File: src/rtl/hft_pkg.sv
// Shared scheduler types and defaults: FSM state encoding, queue/timeout defaults, operand widths.
// Latency: n/a (declarations only).
// Backpressure: n/a.

// Vertex/weight width macros normally arrive from Const.vh; defaults here keep the slice self-contained.
`ifndef PRED_WIDTH
`define PRED_WIDTH 7
`endif
`ifndef WEIGHT_WIDTH
`define WEIGHT_WIDTH 15
`endif

package hft_pkg;

    typedef enum logic [2:0] {
        IDLE   = 3'd0,
        LOAD   = 3'd1,
        PULSE  = 3'd2,
        WAIT   = 3'd3,
        RETIRE = 3'd4,
        ERROR  = 3'd5
    } sched_state_t;

    localparam int DEPTH_DEF   = 8;
    localparam int TIMEOUT_DEF = 65535;

    localparam int PRED_W    = `PRED_WIDTH + 1;
    localparam int WEIGHT_W  = `WEIGHT_WIDTH + 1;
    localparam int ENTRY_W   = 2 * PRED_W + WEIGHT_W;
    localparam int RUN_CNT_W = 16;

endpackage

File: src/rtl/upd_fifo.sv
// Synchronous update queue: register-array storage, occupancy-count derived empty/full flags.
// Latency: a push is visible at the head and in the flags on the cycle after the accepting edge.
// Backpressure: full is exported; pushes while full and pops while empty are ignored internally.

module upd_fifo #(
    parameter int DEPTH = 8,
    parameter int WIDTH = 32
) (
    input  logic             clk,
    input  logic             reset,
    input  logic             push,
    input  logic [WIDTH-1:0] push_dat,
    input  logic             pop,
    output logic [WIDTH-1:0] head_dat,
    output logic             empty,
    output logic             full
);

    localparam int PTR_W = $clog2(DEPTH);
    localparam int CNT_W = PTR_W + 1;

    logic [WIDTH-1:0] mem [DEPTH];
    logic [PTR_W-1:0] wr_ptr;
    logic [PTR_W-1:0] rd_ptr;
    logic [CNT_W-1:0] count;
    logic [CNT_W-1:0] count_nxt;
    logic             do_push;
    logic             do_pop;

    assign do_push  = push && !full;
    assign do_pop   = pop && !empty;
    assign head_dat = mem[rd_ptr];

    // Next occupancy; simultaneous push and pop cancel out.
    always_comb begin
        count_nxt = count + CNT_W'(do_push) - CNT_W'(do_pop);
    end

    // Storage is data-only and needs no reset; the pointers define what is valid.
    always_ff @(posedge clk) begin
        if (do_push) begin
            mem[wr_ptr] <= push_dat;
        end
    end

    // Pointers wrap naturally at DEPTH (power of two); flags registered from the next count.
    always_ff @(posedge clk or posedge reset) begin
        if (reset) begin
            wr_ptr <= '0;
            rd_ptr <= '0;
            count  <= '0;
            empty  <= 1'b1;
            full   <= 1'b0;
        end else begin
            if (do_push) begin
                wr_ptr <= wr_ptr + PTR_W'(1);
            end
            if (do_pop) begin
                rd_ptr <= rd_ptr + PTR_W'(1);
            end
            count <= count_nxt;
            empty <= (count_nxt == '0);
            full  <= (count_nxt == CNT_W'(DEPTH));
        end
    end

endmodule

File: src/rtl/update_scheduler.sv
// Queues edge updates and runs the Container once per update: load operands, pulse reset, await done.
// Latency: container_reset rises 3 cycles after an update is accepted into an empty, idle scheduler.
// Backpressure: upd_ready drops when the queue is full or after a timeout error (sticky until reset).

module update_scheduler
    import hft_pkg::*;
#(
    parameter int DEPTH   = DEPTH_DEF,
    parameter int TIMEOUT = TIMEOUT_DEF
) (
    input  logic                     clk,
    input  logic                     reset,
    input  logic                     upd_valid,
    output logic                     upd_ready,
    input  logic [`PRED_WIDTH:0]     upd_src,
    input  logic [`PRED_WIDTH:0]     upd_dst,
    input  logic [`WEIGHT_WIDTH:0]   upd_e,
    input  logic [`PRED_WIDTH:0]     cfg_src,
    output logic                     container_reset,
    output logic [`PRED_WIDTH:0]     src,
    output logic [`PRED_WIDTH:0]     u_src,
    output logic [`PRED_WIDTH:0]     u_dst,
    output logic [`WEIGHT_WIDTH:0]   u_e,
    input  logic                     container_done,
    output logic                     busy,
    output logic [15:0]              run_count,
    output logic                     err
);

    localparam int TW = $clog2(TIMEOUT + 1);

    sched_state_t         state;
    logic [ENTRY_W-1:0]   head_dat;
    logic                 q_empty;
    logic                 q_full;
    logic                 push;
    logic                 pop;
    logic                 wait_first;
    logic [TW-1:0]        tmo_cnt;
    logic [RUN_CNT_W-1:0] run_cnt_q;

    assign upd_ready = !q_full && !err;
    assign push      = upd_valid && upd_ready;
    assign pop       = (state == LOAD);
    assign run_count = run_cnt_q;

    upd_fifo #(
        .DEPTH (DEPTH),
        .WIDTH (ENTRY_W)
    ) u_fifo (
        .clk      (clk),
        .reset    (reset),
        .push     (push),
        .push_dat ({upd_src, upd_dst, upd_e}),
        .pop      (pop),
        .head_dat (head_dat),
        .empty    (q_empty),
        .full     (q_full)
    );

    // Run sequencer: all outputs registered; the reset pulse lands in WAIT's first cycle,
    // which is why done is ignored there (it may still be left over from the previous run).
    always_ff @(posedge clk or posedge reset) begin
        if (reset) begin
            state           <= IDLE;
            container_reset <= 1'b0;
            busy            <= 1'b0;
            err             <= 1'b0;
            run_cnt_q       <= '0;
            src             <= '0;
            u_src           <= '0;
            u_dst           <= '0;
            u_e             <= '0;
            wait_first      <= 1'b0;
            tmo_cnt         <= '0;
        end else begin
            container_reset <= 1'b0;
            case (state)
                IDLE: begin
                    if (!q_empty) begin
                        state <= LOAD;
                        busy  <= 1'b1;
                    end
                end
                LOAD: begin
                    src                  <= cfg_src;
                    {u_src, u_dst, u_e}  <= head_dat;
                    state                <= PULSE;
                end
                PULSE: begin
                    container_reset <= 1'b1;
                    wait_first      <= 1'b1;
                    tmo_cnt         <= '0;
                    state           <= WAIT;
                end
                WAIT: begin
                    wait_first <= 1'b0;
                    if (container_done && !wait_first) begin
                        state <= RETIRE;
                    end else if (tmo_cnt == TW'(TIMEOUT - 1)) begin
                        state <= ERROR;
                        err   <= 1'b1;
                    end else begin
                        tmo_cnt <= tmo_cnt + TW'(1);
                    end
                end
                RETIRE: begin
                    run_cnt_q <= run_cnt_q + RUN_CNT_W'(1);
                    if (!q_empty) begin
                        state <= LOAD;
                    end else begin
                        state <= IDLE;
                        busy  <= 1'b0;
                    end
                end
                ERROR: begin
                    state <= ERROR;
                end
                default: begin
                    state <= IDLE;
                    busy  <= 1'b0;
                end
            endcase
        end
    end

endmodule

File: config.mk
export PLATFORM = sky130hd
export DESIGN_NAME = update_scheduler
export DESIGN_NICKNAME = d
export VERILOG_FILES = /design/src/rtl/hft_pkg.sv /design/src/rtl/upd_fifo.sv /design/src/rtl/update_scheduler.sv
export SDC_FILE = /design/constraint.sdc
export NUM_CORES = 1
export LEC_CHECK = 0
export BUFFER_PORTS_ARGS = -buffer_cell sky130_fd_sc_hd__buf_2
export CAP_MARGIN = 0
export CORE_AREA = 2 2 170 172
export CTS_CLUSTER_DIAMETER = 50
export DETAILED_ROUTE_END_ITERATION = 16
export DIE_AREA = 0 0 172 174
export GPL_ROUTABILITY_DRIVEN = 0
export PLACE_DENSITY = 0.68
export SLEW_MARGIN = 10
export SYNTH_ARGS = -nofsm -noshare
export SYNTH_HDL_FRONTEND = slang
export SYNTH_HIERARCHICAL = 1
export SYNTH_SLANG_ARGS = --single-unit
File: constraint.sdc
create_clock -name clk -period 8 [get_ports clk]
set_clock_uncertainty 0.05 [all_clocks]
set_input_delay 1.6 -clock clk [delete_from_list [all_inputs] [get_ports clk]]
set_output_delay 1.6 -clock clk [all_outputs]
set_load 0.01 [all_outputs]
Yosys cells after proc, flatten, opt, wreduce, memory -nomap -nowiden
Memories as Yosys holds them, arrays and structs flattened. A register that Yosys moved wholly into a read port is not among the register bits.
Index checks and enable logic that the tools add are counted.
{"block": "totals", "out_inout_bits": 60, "ramBits": 256, "n_memories": 1, "latchBits": 0, "wordCells": 66, "mem_bits_ro": 0, "ff_bits": 59}
{"block": "classes", "reduce_logical": 17, "add_sub_neg": 6, "shifts": 0, "bitwise": 2, "n_mux": 15, "n_mul": 0, "n_eq_ne": 12, "div_mod_pow": 0, "n_lt_le_gt_ge": 0}
{"name": "u_fifo.mem", "words": 8, "word_bits": 32, "rd": 1, "rd_clocked_by_memory_dff": 1, "wr": 1, "line": "upd_fifo.sv:22", "rtl": "logic [WIDTH-1:0] mem [DEPTH];"}
{"op": "16-bit by 1-bit adder with 16-bit output (second input constant)", "n": 2}
{"op": "16-bit two-way mux", "n": 2}
{"op": "16-bit case mux with 2 select lines", "n": 1}
{"op": "3-bit case mux with 6 select lines", "n": 1}
{"op": "16-bit == test (second input constant)", "n": 1}
{"op": "3-bit two-way mux", "n": 3}
{"op": "3-bit AND reduction", "n": 3}
{"op": "3-bit by 1-bit adder with 3-bit output (second input constant)", "n": 2}
{"op": "3-bit by 2-bit == test with 1-bit output (second input constant)", "n": 2}
{"op": "3-bit == test (second input constant)", "n": 2}
{"op": "1-bit two-way mux", "n": 6}
{"op": "2-bit inequality test (second input constant)", "n": 3}
{"op": "1-bit logical AND", "n": 5}
{"op": "4-bit by 1-bit adder with 4-bit output", "n": 1}
{"op": "4-bit == test (second input constant)", "n": 1}
{"op": "1-bit zero test", "n": 4}
{"op": "4-bit zero test", "n": 1}
{"op": "4-bit OR reduction", "n": 1}
{"op": "4-bit by 1-bit subtractor with 4-bit output", "n": 1}
{"op": "3-bit by 1-bit == test with 1-bit output (second input constant)", "n": 1}
{"op": "3-bit zero test", "n": 1}
{"op": "3-bit inequality test (second input constant)", "n": 1}
{"op": "1-bit case mux with 3 select lines", "n": 1}
{"op": "2-bit by 1-bit inequality test with 1-bit output (second input constant)", "n": 1}
{"op": "4 further kinds", "n": 5}

Logic depth before layout (Yosys ltp)
Gate-level depths: netlist of the first run.
{"block": "logic_depth", "ltp_word": 7, "ltp_mapped": 12, "ltp_nobuf": 11}

Hierarchy
Netlist of the first run, hierarchy kept.
{"module": "upd_fifo", "n_inst": 1, "area_each_um2": 10348.7, "seq_area_each_um2": 7988.9, "cells_each": 428}
{"module": "update_scheduler", "n_inst": 1, "area_each_um2": 3550.9, "seq_area_each_um2": 1976.9, "cells_each": 288}

Worst setup path after synthesis of the first run
No wires, ideal clock.
{"block": "synth_path", "path_kind": "in2reg", "from": "in upd_valid", "to": "mem u_fifo.mem[0][0], enable pin", "path_slack_ns": 3.102, "t_required_ns": 7.489, "n_path_buf": 0, "setup_ns": 0.461, "arrival_ns": 4.387, "cell_stages": 4, "cell_sequence": "and2_1 > nor2b_1 > nand2b_1 > nor3_1"}
{"block": "synth_between", "elab_chain_len": 4}
{"item": "from (decl)", "line": "update_scheduler.sv:13", "rtl": "input logic upd_valid,"}
{"item": "1-bit logical AND", "line": "update_scheduler.sv:43", "rtl": "assign push = upd_valid && upd_ready;"}
{"item": "1-bit logical AND", "line": "upd_fifo.sv:30", "rtl": "assign do_push = push && !full;"}
{"item": "1-bit two-way mux", "line": "upd_fifo.sv:41", "rtl": "if (do_push) begin"}
{"item": "1-bit two-way mux (not written as such)", "line": "upd_fifo.sv:42", "rtl": "mem[wr_ptr] <= push_dat;"}
{"item": "to (decl)", "line": "upd_fifo.sv:22"}
Every way passes these cells.

Final worst setup path of the first run
{"block": "layout_path", "from": "in upd_valid", "to": "mem u_fifo.mem[2][1], enable pin"}
{"block": "layout_between", "elab_chain_len": 4}
{"item": "1-bit logical AND", "line": "update_scheduler.sv:43"}
{"item": "via push", "line": "update_scheduler.sv:36", "rtl": "logic push;"}
{"item": "1-bit logical AND", "line": "upd_fifo.sv:30"}
{"item": "1-bit two-way mux", "line": "upd_fifo.sv:41"}
{"item": "1-bit two-way mux (not written as such)", "line": "upd_fifo.sv:42"}
The timed path passes the listed nets, and every way through them passes these cells.

==> results.sh, run 1 <==
export IMPL_avgRoutedWirePerCell_um=19.6
export IMPL_area_growth_syn_to_layout_pct=15.7
export IMPL_tns_ns=0
export IMPL_fin_hold_ws_ns=0.408
export IMPL_post_cts_resize_count=0
export IMPL_synth_edf_count=256
export IMPL_fin_crit_sh_pct=44.8
export IMPL_setup_ws_ns=4.41
export IMPL_placementRows=62
export IMPL_p_leak_nw=5.93
export IMPL_numCtsBuffers=39
export IMPL_drive_above_1_share_pct=35.8
export IMPL_drc_errors=0
export IMPL_drv_slew=0
export IMPL_critPathKind="in2reg"
export IMPL_status="finished clean"
export IMPL_synth_seq_cells=347
export IMPL_required_ns=8.07
export IMPL_viasPerCell=5.49
export IMPL_finalHoldViolCount=0
export IMPL_root_buffer="clkbuf_16"
export IMPL_wirelength_mm=24.6
export IMPL_cts_setup_buffers=0
export IMPL_die_h_um=174
export IMPL_tightest_slew_ns=1.22
export IMPL_htreeDepth=2
export IMPL_worstHoldPathType="reg2reg"
export IMPL_nets=893
export IMPL_core_sq_mm=0.0282
export IMPL_path_cells="buf_2 > and2_1 > nor2b_1 > nand2b_1 > nor2_4"
export IMPL_ir_drop_mv=0.219
export IMPL_dp_slack_ns=3.92
export IMPL_first_global_vias=7156
export IMPL_slowest_delay_ns=1.03
export IMPL_synth_distinct_cells=57
export IMPL_syn_avg_cell_area_sq_um=19.4
export IMPL_synthArstFlopShare_pct=26.2
export IMPL_synth_ff_type="edfxtp_1"
export IMPL_relSlewSlack_pct=18.2
export IMPL_synth_top_area_share_pct=55.3
export IMPL_cts_sinks=347
export IMPL_antenna_found_initial=1
export IMPL_post_route_util_pct=56.9
export IMPL_arrival_ns=3.66
export IMPL_setup_worst_path_start_class="input port"
export IMPL_overflow=0
export IMPL_cts_hold_buf=0
export IMPL_drt_pass1_iter_count=6
export IMPL_grt_use_total_pct=17.0
export IMPL_max_cap_violations=0
export IMPL_ys_seq_area_share_pct=71.7
export IMPL_ctsLongestPathBuffers=3
export IMPL_vias=6883
export IMPL_powerDensity_mw_per_mm2=359
export IMPL_crit_buf_inv=1
export IMPL_setup_viol=0
export IMPL_crit_path_max_fanout=32
export IMPL_grt_pass1_wl_mm=39.2
export IMPL_tritoncts="yes"
export IMPL_n_fill_cell=2204
export IMPL_io_pins=104
export IMPL_ant_nets=0
export IMPL_grt_max_degree=67
export IMPL_fmax_ghz=0.279
export IMPL_rsz0062_at_grt="false"
export IMPL_syn_inst=716
export IMPL_path_delay_family="simple AND/OR/NAND/NOR gates"
export IMPL_yosysTopAreaCell="edfxtp_1"
export IMPL_yosys_warnings=6
export IMPL_io_buffers=103
export IMPL_period_minus_slack_ns=3.59
export IMPL_die_area_sq_mm=0.0299
export IMPL_initial_core_util_pct=49.2
export IMPL_syn_area_sq_mm=0.0139
export IMPL_insertion_delay_ns=0.52
export IMPL_drt_iter0_drc=599
export IMPL_cts_clk_slew_worst_paths_ns=0.06
export IMPL_die_w_um=172
export IMPL_synth_net_count=770
export IMPL_synth_area_top_cells="edfxtp_1 55%, dfrtp_1 16%, mux4_2 6.3%, mux2_2 6.2%, mux4_1 4.7%"
export IMPL_power_total_mw=5.77
export IMPL_critPathSlowestCell="nor2_4"
export IMPL_seqCellArea_sq_mm=0.00997
export IMPL_multi_input_area_sq_mm=0.00374
export IMPL_cp_end_kind="flop"
export IMPL_dp_hpwl_mm=14.3
[area by class of cell]
class                           count  area share [%]
Antenna cell                        1          0.0156
Timing Repair Buffer              113            3.67
Inverter                           11           0.265
Sequential cell                   347            62.0
Tap cell                          384            2.99
Clock inverter                     20            1.49
Multi-Input combinational cell    327            23.2
Clock buffer                       50            6.33
[metrics by stage]
| step | instance area, sq um | cells |
|---|---|---|
| after floorplan | 13900 | 716 |
| after global placement | 14800 | 1182 |
| after detailed placement | 14800 | 1182 |
| after CTS | 16100 | 1252 |
| after global routing | 16100 | 1252 |
| final | 16100 | 1253 |
[Yosys cell counts (11+ instances only)]
| library cell | count |
|---|---|
| mux2_2 | 77 |
| xor2_1 | 12 |
| mux4_2 | 39 |
| inv_1 | 11 |
| mux4_1 | 25 |
| nor2_1 | 18 |
| edfxtp_1 | 256 |
| nand2_1 | 21 |
| nand3_1 | 12 |
| dfrtp_1 | 90 |
| nand4_1 | 12 |
[cells by family after synthesis]
family          after synthesis  share of synthesized area, %
compound gates               28                          1.65
buf+inv                      42                          1.87
mux                         141                          17.3
simple gates                127                          5.22
fa+ha+maj                    10                         0.954
xor+xnor                     21                          1.32
flops                       347                          71.7
[flip-flops by register name, indices dropped and copies added, names as in the netlist, 4 cells and up]
name	cells
u_fifo/count	4
u_e	16
u_src	8
u_dst	8
src	8
tmo_cnt	16
run_count	16
u_fifo/mem	256
[cells in the final DEF (no fill, tap or decap), types with 21 or more instances in the layout]
cell type / instances
mux2_2: 77
mux4_1: 25
clkbuf_16: 39
buf_2: 103
mux4_2: 39
edfxtp_1: 256
nand2_1: 21
dfrtp_1: 88
[metal layers]
layer	up-vias	global-route usage (%)	routed length [um]
met2	177	28.2	12000
met4	0	4.17	399
met3	35	3.57	1240
met5	-	0	0
li1	3145	-	-
met1	3526	23.2	10900
[report_power, final]
part,total (mW),switching [mW],internal [mW]
Sequential,2.47,0.172,2.30
Combinational,1.57,0.778,0.790
Clock,1.73,0.685,1.04
[worst paths after layout]
check                           depth (start not counted)                       from                          to  slack [ns]
worst max-delay path                                    5                  upd_valid  u_fifo/mem[2][1]$_DFFE_PP_        4.41
worst min-delay path                                    1  run_count[15]$_DFFE_PP0N_   run_count[15]$_DFFE_PP0N_        0.41
worst max register to register                          9       state[0]$_DFFE_PP0P_       u_fifo/full$_DFF_PP0_        4.89
worst min register to register                          1  run_count[15]$_DFFE_PP0N_   run_count[15]$_DFFE_PP0N_        0.41
max in group asynchronous                               3                      reset          src[5]$_DFFE_PP0P_        5.78
min in group asynchronous                               2                      reset        u_src[2]$_DFFE_PP0P_        1.02
Power figures use the tool's default switching activity.
==> run 2, diff against run 1 <==
ABC_AREA = 1   (was not set)
CORE_AREA = 2 2 179 181   (was 2 2 170 172)
DIE_AREA = 0 0 181 183   (was 0 0 172 174)
clock period = 3.3 ns   (was 8 ns; I/O delays follow)
==> run 2 against run 1 <==
Net effect:
- non-clock buffer count grew 14
- clock power grew to 2.6 times the previous value
- core utilization is 0.13 points higher
- hold slack worse by 0.30 ns
- via count grew 55%
- global-route usage rose by 3.3 points
- area after synthesis up 11%
- first-iteration DRC count rose by 26%
- routed wire length grew 33%
- critical endpoint is now u_fifo/full$_DFF_PP0_
- largest power group unchanged
==> results.sh, run 2 <==
export IMPL_post_cts_resize_count=0
export IMPL_ant_nets=0
export IMPL_fin_hold_ws_ns=0.110
export IMPL_powerDensity_mw_per_mm2=856
export IMPL_finalHoldViolCount=0
export IMPL_drive_above_1_share_pct=13.1
export IMPL_synth_seq_cells=347
export IMPL_yosys_warnings=6
export IMPL_synth_distinct_cells=38
export IMPL_dp_hpwl_mm=19.8
export IMPL_syn_area_sq_mm=0.0155
export IMPL_ctsLongestPathBuffers=3
export IMPL_dpl_cell_area_sq_mm=0.0165
export IMPL_cp_end_kind="flop"
export IMPL_ys_seq_area_share_pct=64.4
export IMPL_path_cells="inv_2 > nor2_2 > inv_2 > nor2_4 > inv_1 > nor2_1 > ha_1 > inv_1 > ha_1 > fa_1 > nor2_1 > nand2_1 > nor2_1"
export IMPL_mostFrequentLayoutCell="nand2_1"
export IMPL_root_buffer="clkbuf_16"
export IMPL_max_cap_violations=0
export IMPL_vias=10700
export IMPL_drt_iter0_drc=752
export IMPL_post_route_util_pct=57.1
export IMPL_period_minus_slack_ns=2.51
export IMPL_tritoncts="yes"
export IMPL_most_common_layout_cells="725 x nand2_1, 256 x edfxtp_1, 240 x inv_1"
export IMPL_setup_viol=0
export IMPL_insertion_delay_ns=0.53
export IMPL_core_sq_mm=0.0312
export IMPL_synth_edf_count=256
export IMPL_tns_ns=0
export IMPL_placementRows=65
export IMPL_status="finished clean"
export IMPL_synth_ff_type="edfxtp_1"
export IMPL_synthTopCellsByCount="725 x nand2_1, 256 x edfxtp_1, 242 x inv_1"
export IMPL_path_delay_family="adder cells"
export IMPL_rsz0062_at_grt="false"
export IMPL_fmax_ghz=0.399
export IMPL_cp_common_cell="nor2_1"
export IMPL_drc_errors=0
export IMPL_cts_sinks=347
export IMPL_synthArstFlopShare_pct=26.2
export IMPL_io_pins=104
export IMPL_crit_path_max_fanout=5
export IMPL_largest_register="u_fifo/mem"
export IMPL_numCtsBuffers=41
export IMPL_cts_clk_slew_worst_paths_ns=0.06
export IMPL_worstHoldPathType="in2async"
export IMPL_synth_top_family_by_area="simple AND/OR/NAND/NOR gates"
export IMPL_cts_hold_buf=0
export IMPL_largest_reg_flops=256
export IMPL_initial_core_util_pct=49.5
export IMPL_critPathKind="reg2reg"
export IMPL_synth_compound_area_share_pct=0.582
export IMPL_setup_ws_ns=0.793
export IMPL_overflow=0
export IMPL_syn_inst=1641
export IMPL_yosysTopAreaCell="edfxtp_1"
export IMPL_antenna_found_initial=1
export IMPL_grt_use_total_pct=20.3
export IMPL_synth_area_top_cells="edfxtp_1 50%, nand2_1 18%, dfrtp_1 15%, inv_1 5.9%, nand3_1 4.3%"
export IMPL_area_growth_syn_to_layout_pct=15.2
export IMPL_drv_slew=0
export IMPL_yosys_area_share_simple_pct=25.0
export IMPL_grt_max_degree=75
export IMPL_slowest_delay_ns=0.45
export IMPL_crit_buf_inv=4
export IMPL_yosys_area_share_xor_xnor_pct=1.02
export IMPL_dp_slack_ns=0.571
export IMPL_die_w_um=181
export IMPL_synthAdderAreaFrac_pct=0.857
export IMPL_die_h_um=183
export IMPL_drt_pass1_iter_count=5
export IMPL_synth_top_area_share_pct=49.7
export IMPL_syn_avg_cell_area_sq_um=9.43
export IMPL_viasPerCell=4.90
export IMPL_first_global_vias=10500
export IMPL_setup_worst_path_start_class="flop"
export IMPL_ir_drop_mv=0.710
export IMPL_nets=1805
export IMPL_wirelength_mm=32.7
export IMPL_avgRoutedWirePerCell_um=15.0
export IMPL_diodes=0
export IMPL_htreeDepth=2
export IMPL_critPathSlowestCell="fa_1"
export IMPL_tightest_slew_ns=0.896
export IMPL_die_area_sq_mm=0.0331
export IMPL_fin_crit_sh_pct=76.0
export IMPL_n_fill_cell=2674
export IMPL_required_ns=3.71
export IMPL_relSlewSlack_pct=40.1
export IMPL_cts_setup_buffers=0
export IMPL_yosysMostFrequentCell="nand2_1"
export IMPL_seqCellArea_sq_mm=0.00997
export IMPL_synth_net_count=1695
export IMPL_arrival_ns=2.92
export IMPL_multi_input_area_sq_mm=0.00431
export IMPL_muxShareOfSynthArea_pct=0
export IMPL_p_leak_nw=8.48
export IMPL_io_buffers=103
export IMPL_final_area_sq_mm=0.0178
export IMPL_grt_pass1_wl_mm=53.9
==> run 2: cell types whose count changed after synthesis, moves of 9 or more <==
cell     previous run  this run
buf_2               7        38
inv_1              11       242
nand4_1            12         3
mux4_2             39         0
nor2_1             18        53
nand2_1            21       725
mux2_2             77         0
mux4_1             25         0
nand3_1            12       133
==> run 2: logic make-up (layout without fill, tap and decap cells) <==
logic type,count (synthesis),after routing
buf+inv,310,452
fa+ha+maj,10,10
flops,347,347
simple gates,941,941
xor+xnor,18,18
compound gates,15,15
==> run 2: layout make-up <==
class / instances / area share [%]
flip-flops and latches: 347 / 55.9
well taps: 402 / 2.82
clock buffers: 47 / 6.06
repair buffers: 127 / 4.11
inverters: 250 / 5.30
multi-input cells: 984 / 24.2
clock inverters: 28 / 1.61
==> run 2: final timing paths <==
kind / from / endpoint / slack [ns] / depth (start not counted)
setup / recovery: state[0]$_DFFE_PP0P_ / u_fifo/full$_DFF_PP0_ / 0.79 / 13
hold / removal: reset / u_fifo/full$_DFF_PP0_ / 0.11 / 2
setup reg to reg: state[0]$_DFFE_PP0P_ / u_fifo/full$_DFF_PP0_ / 0.79 / 13
hold reg to reg: u_e[5]$_DFFE_PP0P_ / u_e[5]$_DFFE_PP0P_ / 0.41 / 2
max in group asynchronous: reset / src[6]$_DFFE_PP0P_ / 2.22 / 3
min in group clk: cfg_src[2] / src[2]$_DFFE_PP0P_ / 0.28 / 3
==> run 2: per-stage QoR <==
stage | power, mW | std cells
2_1_floorplan | 9.43 | 1641
6_report | 15.3 | 2185
3_3_place_gp | 10.7 | 2110
5_1_grt | 16.3 | 2185
3_5_place_dp | 10.9 | 2110
4_1_cts | 15.4 | 2185
==> run 2: metal layers <==
metal | wire length, um | global-route usage [%] | vias to the layer above
met4 | 561 | 5.92 | 2
li1 | - | - | 5337
met5 | 13 | 0 | -
met3 | 1620 | 3.18 | 46
met1 | 14900 | 27.2 | 5052
met2 | 15600 | 34.6 | 266
==> run 2: report_power, final <==
part / internal [mW] / switching, mW / total, mW
combinational: 1.48 / 3.44 / 4.92
sequential: 5.53 / 0.327 / 5.86
clock: 2.69 / 1.78 / 4.47
==> run 3, diff against run 2 <==
PLACE_DENSITY = 0.7   (was 0.68)
clock period = 2 ns   (was 3.3 ns; I/O delays follow)
==> run 3 against run 2 <==
Net effect:
- the run now ends with negative setup slack left
- clock power rose by 60%
- hold slack got worse by 0.090 ns
- flip-flop and latch count did not move
- via count rose by 2.8%
- cell count rose by 1.6%
- critical path type unchanged
- largest power group unchanged
- highest routed layer unchanged
==> results.sh, run 3 (synthesis gave the netlist of run 2 again) <==
export IMPL_status="finished, violations left"
export IMPL_violations="negative setup slack"
export IMPL_largest_reg_flops=256
export IMPL_insertion_delay_ns=0.54
export IMPL_largest_register="u_fifo/mem"
export IMPL_dp_hpwl_mm=21.6
export IMPL_area_growth_syn_to_layout_pct=18.7
export IMPL_vias=11000
export IMPL_rsz0062_at_grt="true"
export IMPL_antenna_found_initial=3
export IMPL_worstHoldPathType="in2reg"
export IMPL_fin_hold_ws_ns=0.0202
export IMPL_nets=1840
export IMPL_drt_iter0_drc=850
export IMPL_dpl_cell_area_sq_mm=0.0169
export IMPL_critPathKind="reg2reg"
export IMPL_critPathSlowestCell="fa_2"
export IMPL_placementRows=65
export IMPL_slowest_delay_ns=0.44
export IMPL_cts_clk_slew_worst_paths_ns=0.05
export IMPL_grt_max_degree=97
export IMPL_io_pins=104
export IMPL_setup_viol=91
export IMPL_fmax_ghz=0.464
export IMPL_overflow=0
export IMPL_crit_buf_inv=3
export IMPL_drv_slew=0
export IMPL_cp_end_kind="flop"
export IMPL_wirelength_mm=34.0
export IMPL_die_area_sq_mm=0.0331
export IMPL_n_fill_cell=2552
export IMPL_numCtsBuffers=40
export IMPL_ctsLongestPathBuffers=3
export IMPL_cp_common_cell="nor2_4"
export IMPL_drc_errors=0
export IMPL_relSlewSlack_pct=62.5
export IMPL_path_delay_family="adder cells"
export IMPL_die_w_um=181
export IMPL_grt_pass1_wl_mm=54.4
export IMPL_final_area_sq_mm=0.0184
export IMPL_drive_above_1_share_pct=15.4
export IMPL_p_leak_nw=8.70
export IMPL_grt_use_total_pct=20.6
export IMPL_setup_worst_path_start_class="flop"
export IMPL_io_buffers=103
export IMPL_cts_sinks=347
export IMPL_die_h_um=183
export IMPL_initial_core_util_pct=49.5
export IMPL_viasPerCell=4.95
export IMPL_drt_pass1_iter_count=5
export IMPL_required_ns=2.40
export IMPL_first_global_vias=10900
export IMPL_core_sq_mm=0.0312
export IMPL_avgRoutedWirePerCell_um=15.3
export IMPL_crit_path_max_fanout=3
export IMPL_fin_crit_sh_pct=108
export IMPL_finalHoldViolCount=0
export IMPL_path_cells="nor2_4 > inv_2 > nor2_4 > inv_4 > nor2_4 > ha_4 > inv_2 > ha_4 > fa_2 > nor2_1 > nand2_1 > nor2_2"
export IMPL_tightest_slew_ns=0.563
export IMPL_ir_drop_mv=1.04
export IMPL_period_minus_slack_ns=2.15
export IMPL_powerDensity_mw_per_mm2=1410
export IMPL_most_common_layout_cells="724 x nand2_1, 256 x edfxtp_1, 236 x inv_1"
export IMPL_arrival_ns=2.56
export IMPL_mostFrequentLayoutCell="nand2_1"
export IMPL_tritoncts="yes"
export IMPL_root_buffer="clkbuf_16"
export IMPL_ant_nets=0
export IMPL_max_cap_violations=0
export IMPL_htreeDepth=2
export IMPL_setup_ws_ns=-0.155
run 3: metal layers:
metal / vias to the layer above / GRT usage [%] / routed length [um]
met5: - / 0 / 27
met4: 4 / 7.25 / 795
met3: 63 / 3.77 / 2060
met2: 329 / 35.4 / 16300
met1: 5197 / 26.6 / 14800
li1: 5408 / - / -
run 3: worst paths after layout:
path,slack [ns],cells after the start,to,start
max,-0.15,12,u_fifo/empty$_DFF_PP1_,state[1]$_DFFE_PP0P_
max in group asynchronous,1.03,3,u_fifo/rd_ptr[0]$_DFFE_PP0P_,reset
max reg2reg,-0.15,12,u_fifo/empty$_DFF_PP1_,state[1]$_DFFE_PP0P_
min,0.02,3,src[5]$_DFFE_PP0P_,cfg_src[5]
min in group asynchronous,0.44,4,tmo_cnt[8]$_DFFE_PP0P_,reset
min reg2reg,0.41,2,u_e[7]$_DFFE_PP0P_,u_e[7]$_DFFE_PP0P_
run 3: repair_timing:
action                                 CTS  global route
setup endpoints to repair                3           133
endpoints found under the hold margin   91             0
gates cloned                             0             3
resized for setup                        6            13
setup buffers                            3             3
hold buffers                             2             0
pin swaps                                9             8
run 3: area by class of cell:
class / count / area (sq um) / area share [%]
Sequential cell: 347 / 9970 / 54.3
Multi-Input combinational cell: 984 / 4370 / 23.8
Timing Repair Buffer: 163 / 1250 / 6.82
Clock buffer: 49 / 1080 / 5.86
Inverter: 250 / 952 / 5.18
Tap cell: 402 / 503 / 2.74
Clock inverter: 25 / 240 / 1.31
Antenna cell: 1 / 2.50 / 0.0136
run 3: metrics by stage:
| step | power [mW] | util (%) | setup TNS, ns | instances | setup WS [ns] |
|---|---|---|---|---|---|
| after floorplan | 15.7 | - | -11.51 | 1641 | -0.280 |
| after global placement | 18.3 | 54.0 | -2.79 | 2136 | -0.256 |
| after detailed placement | 18.6 | 54.0 | -6.92 | 2136 | -0.303 |
| after CTS | 25.9 | 58.4 | -5.32 | 2215 | -0.210 |
| after global routing | 27.6 | 58.8 | -12.68 | 2220 | -0.243 |
| final | 25.9 | 58.8 | -4.99 | 2221 | -0.155 |
run 3: report_power, final:
part / internal, mW / leakage [nW] / switching, mW
Combinational: 3.08 / 4.58 / 5.98
Clock: 4.27 / 0.630 / 2.89
Sequential: 9.13 / 3.49 / 0.559
run 3: worst min-delay path: stages:
cell and delay (ns):
buf_2 0.07, nand2_1 0.04, nand2_1 0.05
